File: config.mk
export PLATFORM = sky130hd
export DESIGN_NAME = dmem_arbiter_flat
export DESIGN_NICKNAME = d
export VERILOG_FILES = /design/src/rtl/dmem_arbiter_if.sv /design/src/rtl/dmem_arbiter.sv /design/src/flat_wrapper.sv
export SDC_FILE = /design/constraint.sdc
export NUM_CORES = 1
export LEC_CHECK = 0
export CORE_AREA = 5 5 130 132
export DETAILED_ROUTE_END_ITERATION = 10
export DIE_AREA = 0 0 135 137
export PLACE_DENSITY = 0.68
export SETUP_SLACK_MARGIN = 0.05
export SYNTH_ARGS = -nofsm -noshare
export SYNTH_HDL_FRONTEND = slang
export SYNTH_SLANG_ARGS = --single-unit
File: constraint.sdc
create_clock -name clk -period 2.4 [get_ports clk]
set_input_delay 0.24 -clock clk [delete_from_list [all_inputs] [get_ports clk]]
set_output_delay 0.24 -clock clk [all_outputs]
set_load 0.03 [all_outputs]
File: src/rtl/dmem_arbiter_if.sv
// Bus bundle for dmem_arbiter: CPU MEM-stage port, DMA port, memory port and
// statistics. The arbiter uses the slave modport; requesters, the memory
// model and the bench use the master modport.
interface dmem_arbiter_if #(
  parameter int AW = 32
);
  // CPU MEM-stage port
  logic          cpu_req;
  logic          cpu_we;
  logic [AW-1:0] cpu_addr;
  logic [31:0]   cpu_wdata;
  logic [31:0]   cpu_rdata;
  logic          cpu_stall;
  // DMA port
  logic          dma_req;
  logic          dma_we;
  logic [AW-1:0] dma_addr;
  logic [31:0]   dma_wdata;
  logic          dma_gnt;
  logic [31:0]   dma_rdata;
  logic          dma_rvalid;
  // Single-ported memory
  logic          mem_re;
  logic          mem_we;
  logic [AW-1:0] mem_addr;
  logic [31:0]   mem_wdata;
  logic [31:0]   mem_rdata;
  // Statistics
  logic [15:0]   stat_cpu;
  logic [15:0]   stat_dma;
  logic [15:0]   stat_conf;

  modport slave (
    input  cpu_req, cpu_we, cpu_addr, cpu_wdata,
    output cpu_rdata, cpu_stall,
    input  dma_req, dma_we, dma_addr, dma_wdata,
    output dma_gnt, dma_rdata, dma_rvalid,
    output mem_re, mem_we, mem_addr, mem_wdata,
    input  mem_rdata,
    output stat_cpu, stat_dma, stat_conf
  );

  modport master (
    output cpu_req, cpu_we, cpu_addr, cpu_wdata,
    input  cpu_rdata, cpu_stall,
    output dma_req, dma_we, dma_addr, dma_wdata,
    input  dma_gnt, dma_rdata, dma_rvalid,
    input  mem_re, mem_we, mem_addr, mem_wdata,
    output mem_rdata,
    input  stat_cpu, stat_dma, stat_conf
  );
endinterface

File: src/rtl/dmem_arbiter.sv
// dmem_arbiter: shares one single-ported data memory between the CPU MEM
// stage and a DMA engine. CPU has priority unless the DMA has been denied
// STARVE_LIMIT consecutive cycles. Reads take the issue cycle plus one
// return cycle (CPU_RD / DMA_RD) during which no access is issued.
// Optional feature: define DMEM_ARB_STATS_EN to build saturating grant and
// conflict counters; otherwise stat_* are constant zero with no flops.
module dmem_arbiter #(
  parameter int STARVE_LIMIT = 8,
  parameter int AW           = 32
) (
  input  logic              clk,
  input  logic              reset,
  dmem_arbiter_if.slave     bus
);

  typedef enum logic [1:0] {
    IDLE   = 2'd0,
    CPU_RD = 2'd1,
    DMA_RD = 2'd2
  } state_t;

  localparam logic [7:0] LIM = 8'(STARVE_LIMIT);

  state_t        r_state;
  logic [7:0]    r_wait_cnt;

  logic          w_idle;
  logic          w_cpu_win;
  logic          w_dma_win;
  logic [AW-1:0] w_mem_addr;

  // Arbitration: only decided in IDLE; reset low suppresses any issue so
  // the memory strobes are forced inactive asynchronously.
  always_comb begin
    w_idle    = (r_state == IDLE);
    w_dma_win = reset & w_idle & bus.dma_req &
                (~bus.cpu_req | (r_wait_cnt == LIM));
    w_cpu_win = reset & w_idle & bus.cpu_req & ~w_dma_win;
  end

  // Memory and requester outputs decoded from the grant and the FSM state.
  // Request fields are never latched: the winner's fields pass straight through.
  always_comb begin
    bus.mem_re     = (w_cpu_win & ~bus.cpu_we) | (w_dma_win & ~bus.dma_we);
    bus.mem_we     = (w_cpu_win &  bus.cpu_we) | (w_dma_win &  bus.dma_we);
    w_mem_addr     = w_dma_win ? bus.dma_addr  : bus.cpu_addr;
    bus.mem_wdata  = w_dma_win ? bus.dma_wdata : bus.cpu_wdata;
    bus.dma_gnt    = w_dma_win;
    bus.dma_rvalid = (r_state == DMA_RD);
    bus.dma_rdata  = (r_state == DMA_RD) ? bus.mem_rdata : 32'd0;
    bus.cpu_rdata  = ((r_state == CPU_RD) && bus.cpu_req) ? bus.mem_rdata : 32'd0;
    // Stall while waiting for the bus, during own read issue, or behind a DMA read;
    // a granted CPU write completes without stalling.
    bus.cpu_stall  = reset & bus.cpu_req &
                     ((w_idle & ~(w_cpu_win & bus.cpu_we)) | (r_state == DMA_RD));
  end

  assign bus.mem_addr = w_mem_addr;

  // FSM: reads park for one return cycle, writes stay in IDLE.
  always_ff @(posedge clk or negedge reset) begin
    if (!reset) begin
      r_state <= IDLE;
    end else begin
      case (r_state)
        IDLE: begin
          if (w_cpu_win && !bus.cpu_we)      r_state <= CPU_RD;
          else if (w_dma_win && !bus.dma_we) r_state <= DMA_RD;
          else                               r_state <= IDLE;
        end
        CPU_RD:  r_state <= IDLE;
        DMA_RD:  r_state <= IDLE;
        default: r_state <= IDLE;
      endcase
    end
  end

  // Starvation counter: counts consecutive denied DMA cycles, saturating at
  // the limit; any grant or a dropped request restarts it.
  always_ff @(posedge clk or negedge reset) begin
    if (!reset) begin
      r_wait_cnt <= 8'd0;
    end else if (!bus.dma_req || w_dma_win) begin
      r_wait_cnt <= 8'd0;
    end else if (r_wait_cnt < LIM) begin
      r_wait_cnt <= r_wait_cnt + 8'd1;
    end
  end

`ifdef DMEM_ARB_STATS_EN
  logic        w_conflict;
  logic [15:0] r_stat_cpu;
  logic [15:0] r_stat_dma;
  logic [15:0] r_stat_conf;

  assign w_conflict = w_idle & bus.cpu_req & bus.dma_req;

  // Saturating grant and conflict counters.
  always_ff @(posedge clk or negedge reset) begin
    if (!reset) begin
      r_stat_cpu  <= 16'd0;
      r_stat_dma  <= 16'd0;
      r_stat_conf <= 16'd0;
    end else begin
      if (w_cpu_win && r_stat_cpu != 16'hFFFF)   r_stat_cpu  <= r_stat_cpu + 16'd1;
      if (w_dma_win && r_stat_dma != 16'hFFFF)   r_stat_dma  <= r_stat_dma + 16'd1;
      if (w_conflict && r_stat_conf != 16'hFFFF) r_stat_conf <= r_stat_conf + 16'd1;
    end
  end

  assign bus.stat_cpu  = r_stat_cpu;
  assign bus.stat_dma  = r_stat_dma;
  assign bus.stat_conf = r_stat_conf;
`else
  assign bus.stat_cpu  = 16'd0;
  assign bus.stat_dma  = 16'd0;
  assign bus.stat_conf = 16'd0;
`endif

endmodule
File: src/flat_wrapper.sv
// flat-port wrapper written by rule: the top's interface ports become plain ports
module dmem_arbiter_flat 
#(
  parameter int STARVE_LIMIT = 8,
  parameter int AW           = 32
)
  (clk, reset, bus_cpu_req, bus_cpu_we, bus_cpu_addr, bus_cpu_wdata, bus_cpu_rdata, bus_cpu_stall, bus_dma_req, bus_dma_we, bus_dma_addr, bus_dma_wdata, bus_dma_gnt, bus_dma_rdata, bus_dma_rvalid, bus_mem_re, bus_mem_we, bus_mem_addr, bus_mem_wdata, bus_mem_rdata, bus_stat_cpu, bus_stat_dma, bus_stat_conf);
  dmem_arbiter_if #(.AW(AW)) bus_i ();
  input  logic clk;
  input  logic reset;
  input wire logic [$bits(bus_i.cpu_req)-1:0] bus_cpu_req;
  input wire logic [$bits(bus_i.cpu_we)-1:0] bus_cpu_we;
  input wire logic [$bits(bus_i.cpu_addr)-1:0] bus_cpu_addr;
  input wire logic [$bits(bus_i.cpu_wdata)-1:0] bus_cpu_wdata;
  output wire logic [$bits(bus_i.cpu_rdata)-1:0] bus_cpu_rdata;
  output wire logic [$bits(bus_i.cpu_stall)-1:0] bus_cpu_stall;
  input wire logic [$bits(bus_i.dma_req)-1:0] bus_dma_req;
  input wire logic [$bits(bus_i.dma_we)-1:0] bus_dma_we;
  input wire logic [$bits(bus_i.dma_addr)-1:0] bus_dma_addr;
  input wire logic [$bits(bus_i.dma_wdata)-1:0] bus_dma_wdata;
  output wire logic [$bits(bus_i.dma_gnt)-1:0] bus_dma_gnt;
  output wire logic [$bits(bus_i.dma_rdata)-1:0] bus_dma_rdata;
  output wire logic [$bits(bus_i.dma_rvalid)-1:0] bus_dma_rvalid;
  output wire logic [$bits(bus_i.mem_re)-1:0] bus_mem_re;
  output wire logic [$bits(bus_i.mem_we)-1:0] bus_mem_we;
  output wire logic [$bits(bus_i.mem_addr)-1:0] bus_mem_addr;
  output wire logic [$bits(bus_i.mem_wdata)-1:0] bus_mem_wdata;
  input wire logic [$bits(bus_i.mem_rdata)-1:0] bus_mem_rdata;
  output wire logic [$bits(bus_i.stat_cpu)-1:0] bus_stat_cpu;
  output wire logic [$bits(bus_i.stat_dma)-1:0] bus_stat_dma;
  output wire logic [$bits(bus_i.stat_conf)-1:0] bus_stat_conf;
  assign bus_i.cpu_req = bus_cpu_req;
  assign bus_i.cpu_we = bus_cpu_we;
  assign bus_i.cpu_addr = bus_cpu_addr;
  assign bus_i.cpu_wdata = bus_cpu_wdata;
  assign bus_cpu_rdata = bus_i.cpu_rdata;
  assign bus_cpu_stall = bus_i.cpu_stall;
  assign bus_i.dma_req = bus_dma_req;
  assign bus_i.dma_we = bus_dma_we;
  assign bus_i.dma_addr = bus_dma_addr;
  assign bus_i.dma_wdata = bus_dma_wdata;
  assign bus_dma_gnt = bus_i.dma_gnt;
  assign bus_dma_rdata = bus_i.dma_rdata;
  assign bus_dma_rvalid = bus_i.dma_rvalid;
  assign bus_mem_re = bus_i.mem_re;
  assign bus_mem_we = bus_i.mem_we;
  assign bus_mem_addr = bus_i.mem_addr;
  assign bus_mem_wdata = bus_i.mem_wdata;
  assign bus_i.mem_rdata = bus_mem_rdata;
  assign bus_stat_cpu = bus_i.stat_cpu;
  assign bus_stat_dma = bus_i.stat_dma;
  assign bus_stat_conf = bus_i.stat_conf;
  dmem_arbiter #(.STARVE_LIMIT(STARVE_LIMIT), .AW(AW)) u_core (.clk(clk), .reset(reset), .bus(bus_i));
endmodule
==> impl_metrics.toml <==
[status]
outcome = "finished, violations left"
violations = "negative setup slack"

[critical_path]
crit_required_ns = 2.16
max_stage_delay_ns = 0.56
worstReg2RegStart = "u_core.r_wait_cnt[6]"
path_buf_inv = 3
path_cells = "or4_4 > o21ai_4 > nand3_4 > buf_12 > buf_6 > mux2_2 > buf_12"
endpoint_kind = "primary output"
crit_type = "reg -> out"
crit_family = "simple AND/OR/NAND/NOR gates"
cpMaxStageDelayCell = "or4_4"
rr_worst_depth = 4
arrival_ns = 2.33
worst_r2r_endpoint = "u_core.r_state[1]"
worst_setup_path_start_kind = "flip-flop"
crit_fanout = 26
r2r_slack_ns = 0.61
critical_path.most_common_cell = "buf_12"

[floorplan]
placement_rows = 46
core_area_sq_mm = 0.0156
fp.dieW_microns = 135
start_util_pct = 14.7
die_h_microns = 137
die_area_sq_mm = 0.0185
ios = 347

[sta]
finalCritPeriodShare_pct = 107
fin_crit_ns = 2.57
finalSetupViolCount = 66
fin_hold_ws_ns = 0.345
slew_violations = 0
worst_slack_ns = -0.165
max_freq_mhz = 390
fin_skew_ns = 0.00123
hold_viol_final = 0
rsz0062_at_grt = "true"

[min_path]
hold_class = "in -> async"

[placement]
placedCellCount = 762
port_buffers = 298
dp_hpwl_mm = 10.3
gp_congestion = 0.848
place_ws_ns = -0.317

[pwr]
power_mw = 1.58
leakage_nw = 2.75
power_density_mw_per_mm2 = 278
ir_worst_vdd_mv = 0.319

[route]
wl_per_cell_microns = 15.3
vias = 2645
drt_wl_total_mm = 11.8
vias_per_cell = 3.41
drtIter0Drc = 50
drc_errors = 0
ant_nets = 0
dr.pass1.iters = 4

[synth]
synth.top_cells.by_area = "mux2_4 32%, and2_1 19%, buf_4 16%"
ys_seq_elements = 10
syn-cell-area_sq_mm = 0.00230
ys_async_sr_fraction_pct = 100
avgSynthCellArea_sq_um = 9.42
synth_area_leader_cell = "mux2_4"
synth_cell_types = 33
ys.warnings.count = 0
ys_dominant_reg_cell = "dfrtp_1"
ys_seq_area_share_pct = 10.9
synth_commonest_cells = "68 x and2_1, 49 x mux2_4, 48 x buf_4"
synth.most_common_cell = "and2_1"
synth_top_area_share_pct = 32.0
synth_cells = 244
synth_edf_count = 0

[clock_network]
clk_latency_ns = 0.24
cts_tree = "built"
clockRootBuffer = "clkbuf_16"
clk_pin_slew_worst_paths_ns = 0.04
numClockSinks = 10
cts.path.max_buffers = 2
ctsHoldBuffers = 0
htreeDepth = 1
cts_buffers = 3

[global_routing]
grt_use_total_pct = 10.8
grt_pass1_vias = 2511
antenna_found_initial = 0
grt_max_degree = 34
grt_pass1_wl_mm = 15.5
gr-total-overflow = 0

[layout]
syn_to_final_growth_pct = 148
drive_gt1_share_pct = 42.2
fill_cells = 1558
post-route-util_pct = 36.5
finalNetCount = 728
stdcell_count = 775
diodes = 0

[job]
max-cap-violations = 0
## metal layers
metal / up-vias / share of wire (%) / global-route usage, %
met5: - / 0 / 0
met4: 0 / 0.66 / 1.74
met3: 7 / 6.2 / 1.84
met2: 97 / 55 / 19.9
met1: 1196 / 38 / 13.3
li1: 1345 / - / -
## state kept, by name, summed over array words and instances, names as in the netlist
signal and cells:
u_core.r_wait_cnt 8, u_core.r_state 2
## worst register-to-register path: cells and delay by family, from the launching register on
kind,cells,cell delay [ns]
compound gates,1,0.28
simple gates,2,0.88
flops,1,0.37
buf+inv,1,0.17
## where the power goes
group          total (mW)  leakage [nW]  switching (mW)  internal, mW
registers           0.177         0.137         0.00254         0.174
logic                1.08          2.57           0.507         0.569
clock network       0.331        0.0442          0.0806         0.251
total                1.58          2.75           0.590         0.994
## per-stage QoR
stage | setup TNS (ns) | area [sq um]
2_1_floorplan | 0 | 2470
3_3_place_gp | -9.50 | 5320
3_5_place_dp | -10.69 | 5320
4_1_cts | -9.46 | 5660
5_1_grt | -12.08 | 5690
6_report | -7.33 | 5690
## placed cells by master, fill, tap and decap left out, types with 3 or more instances in the layout
cell	n
mux2_4	49
inv_1	5
clkdlybuf4s50_1	165
conb_1	48
a21oi_1	3
buf_4	85
clkdlybuf4s15_2	25
buf_6	37
mux2_2	15
clkbuf_16	4
dfrtp_1	10
nor2_1	5
buf_12	12
and2_1	68
## final cells by class
cell class	instances	area, sq um	area share, %
Timing Repair Buffer	326	3280	57.6
Multi-Input combinational cell	214	1780	31.3
Tap cell	216	270	4.75
Sequential cell	10	250	4.40
Clock buffer	4	88.8	1.56
Inverter	5	18.8	0.330
## worst max-delay path by stage
stage	cells past startpoint	end	slack, ns	startpoint
CTS	7	bus_mem_wdata[31]	-0.20	u_core.r_wait_cnt[6]
detailed placement	6	bus_mem_wdata[22]	-0.32	u_core.r_wait_cnt[6]
finish	7	bus_mem_wdata[31]	-0.17	u_core.r_wait_cnt[6]
global route	7	bus_mem_wdata[31]	-0.24	u_core.r_wait_cnt[6]
floorplan	7	bus_mem_addr[0]	0.23	u_core.r_wait_cnt[6]
global placement	6	bus_mem_wdata[13]	-0.29	u_core.r_wait_cnt[6]
## timing repair
item / 4_1_cts / 5_1_grt
pin swaps: 4 / 0
setup buffers: 8 / 0
resized for setup: 161 / 2
endpoints found under the setup margin: 67 / 67
cloned: 0 / 1
## kinds of logic after synthesis
family                   after synthesis  share of synthesized area [%]
XOR/XNOR                               2                          0.762
other                                  1                          0.163
adder cells (fa/ha/maj)                2                           1.09
AO/OA/AOI/OAI                         10                           3.05
multiplexers                          64                           39.4
AND/OR/NAND/NOR                       88                           23.8
flip-flops                            10                           10.9
buffers and inverters                 67                           20.8
Note: power is estimated with default switching activity, not from simulation.
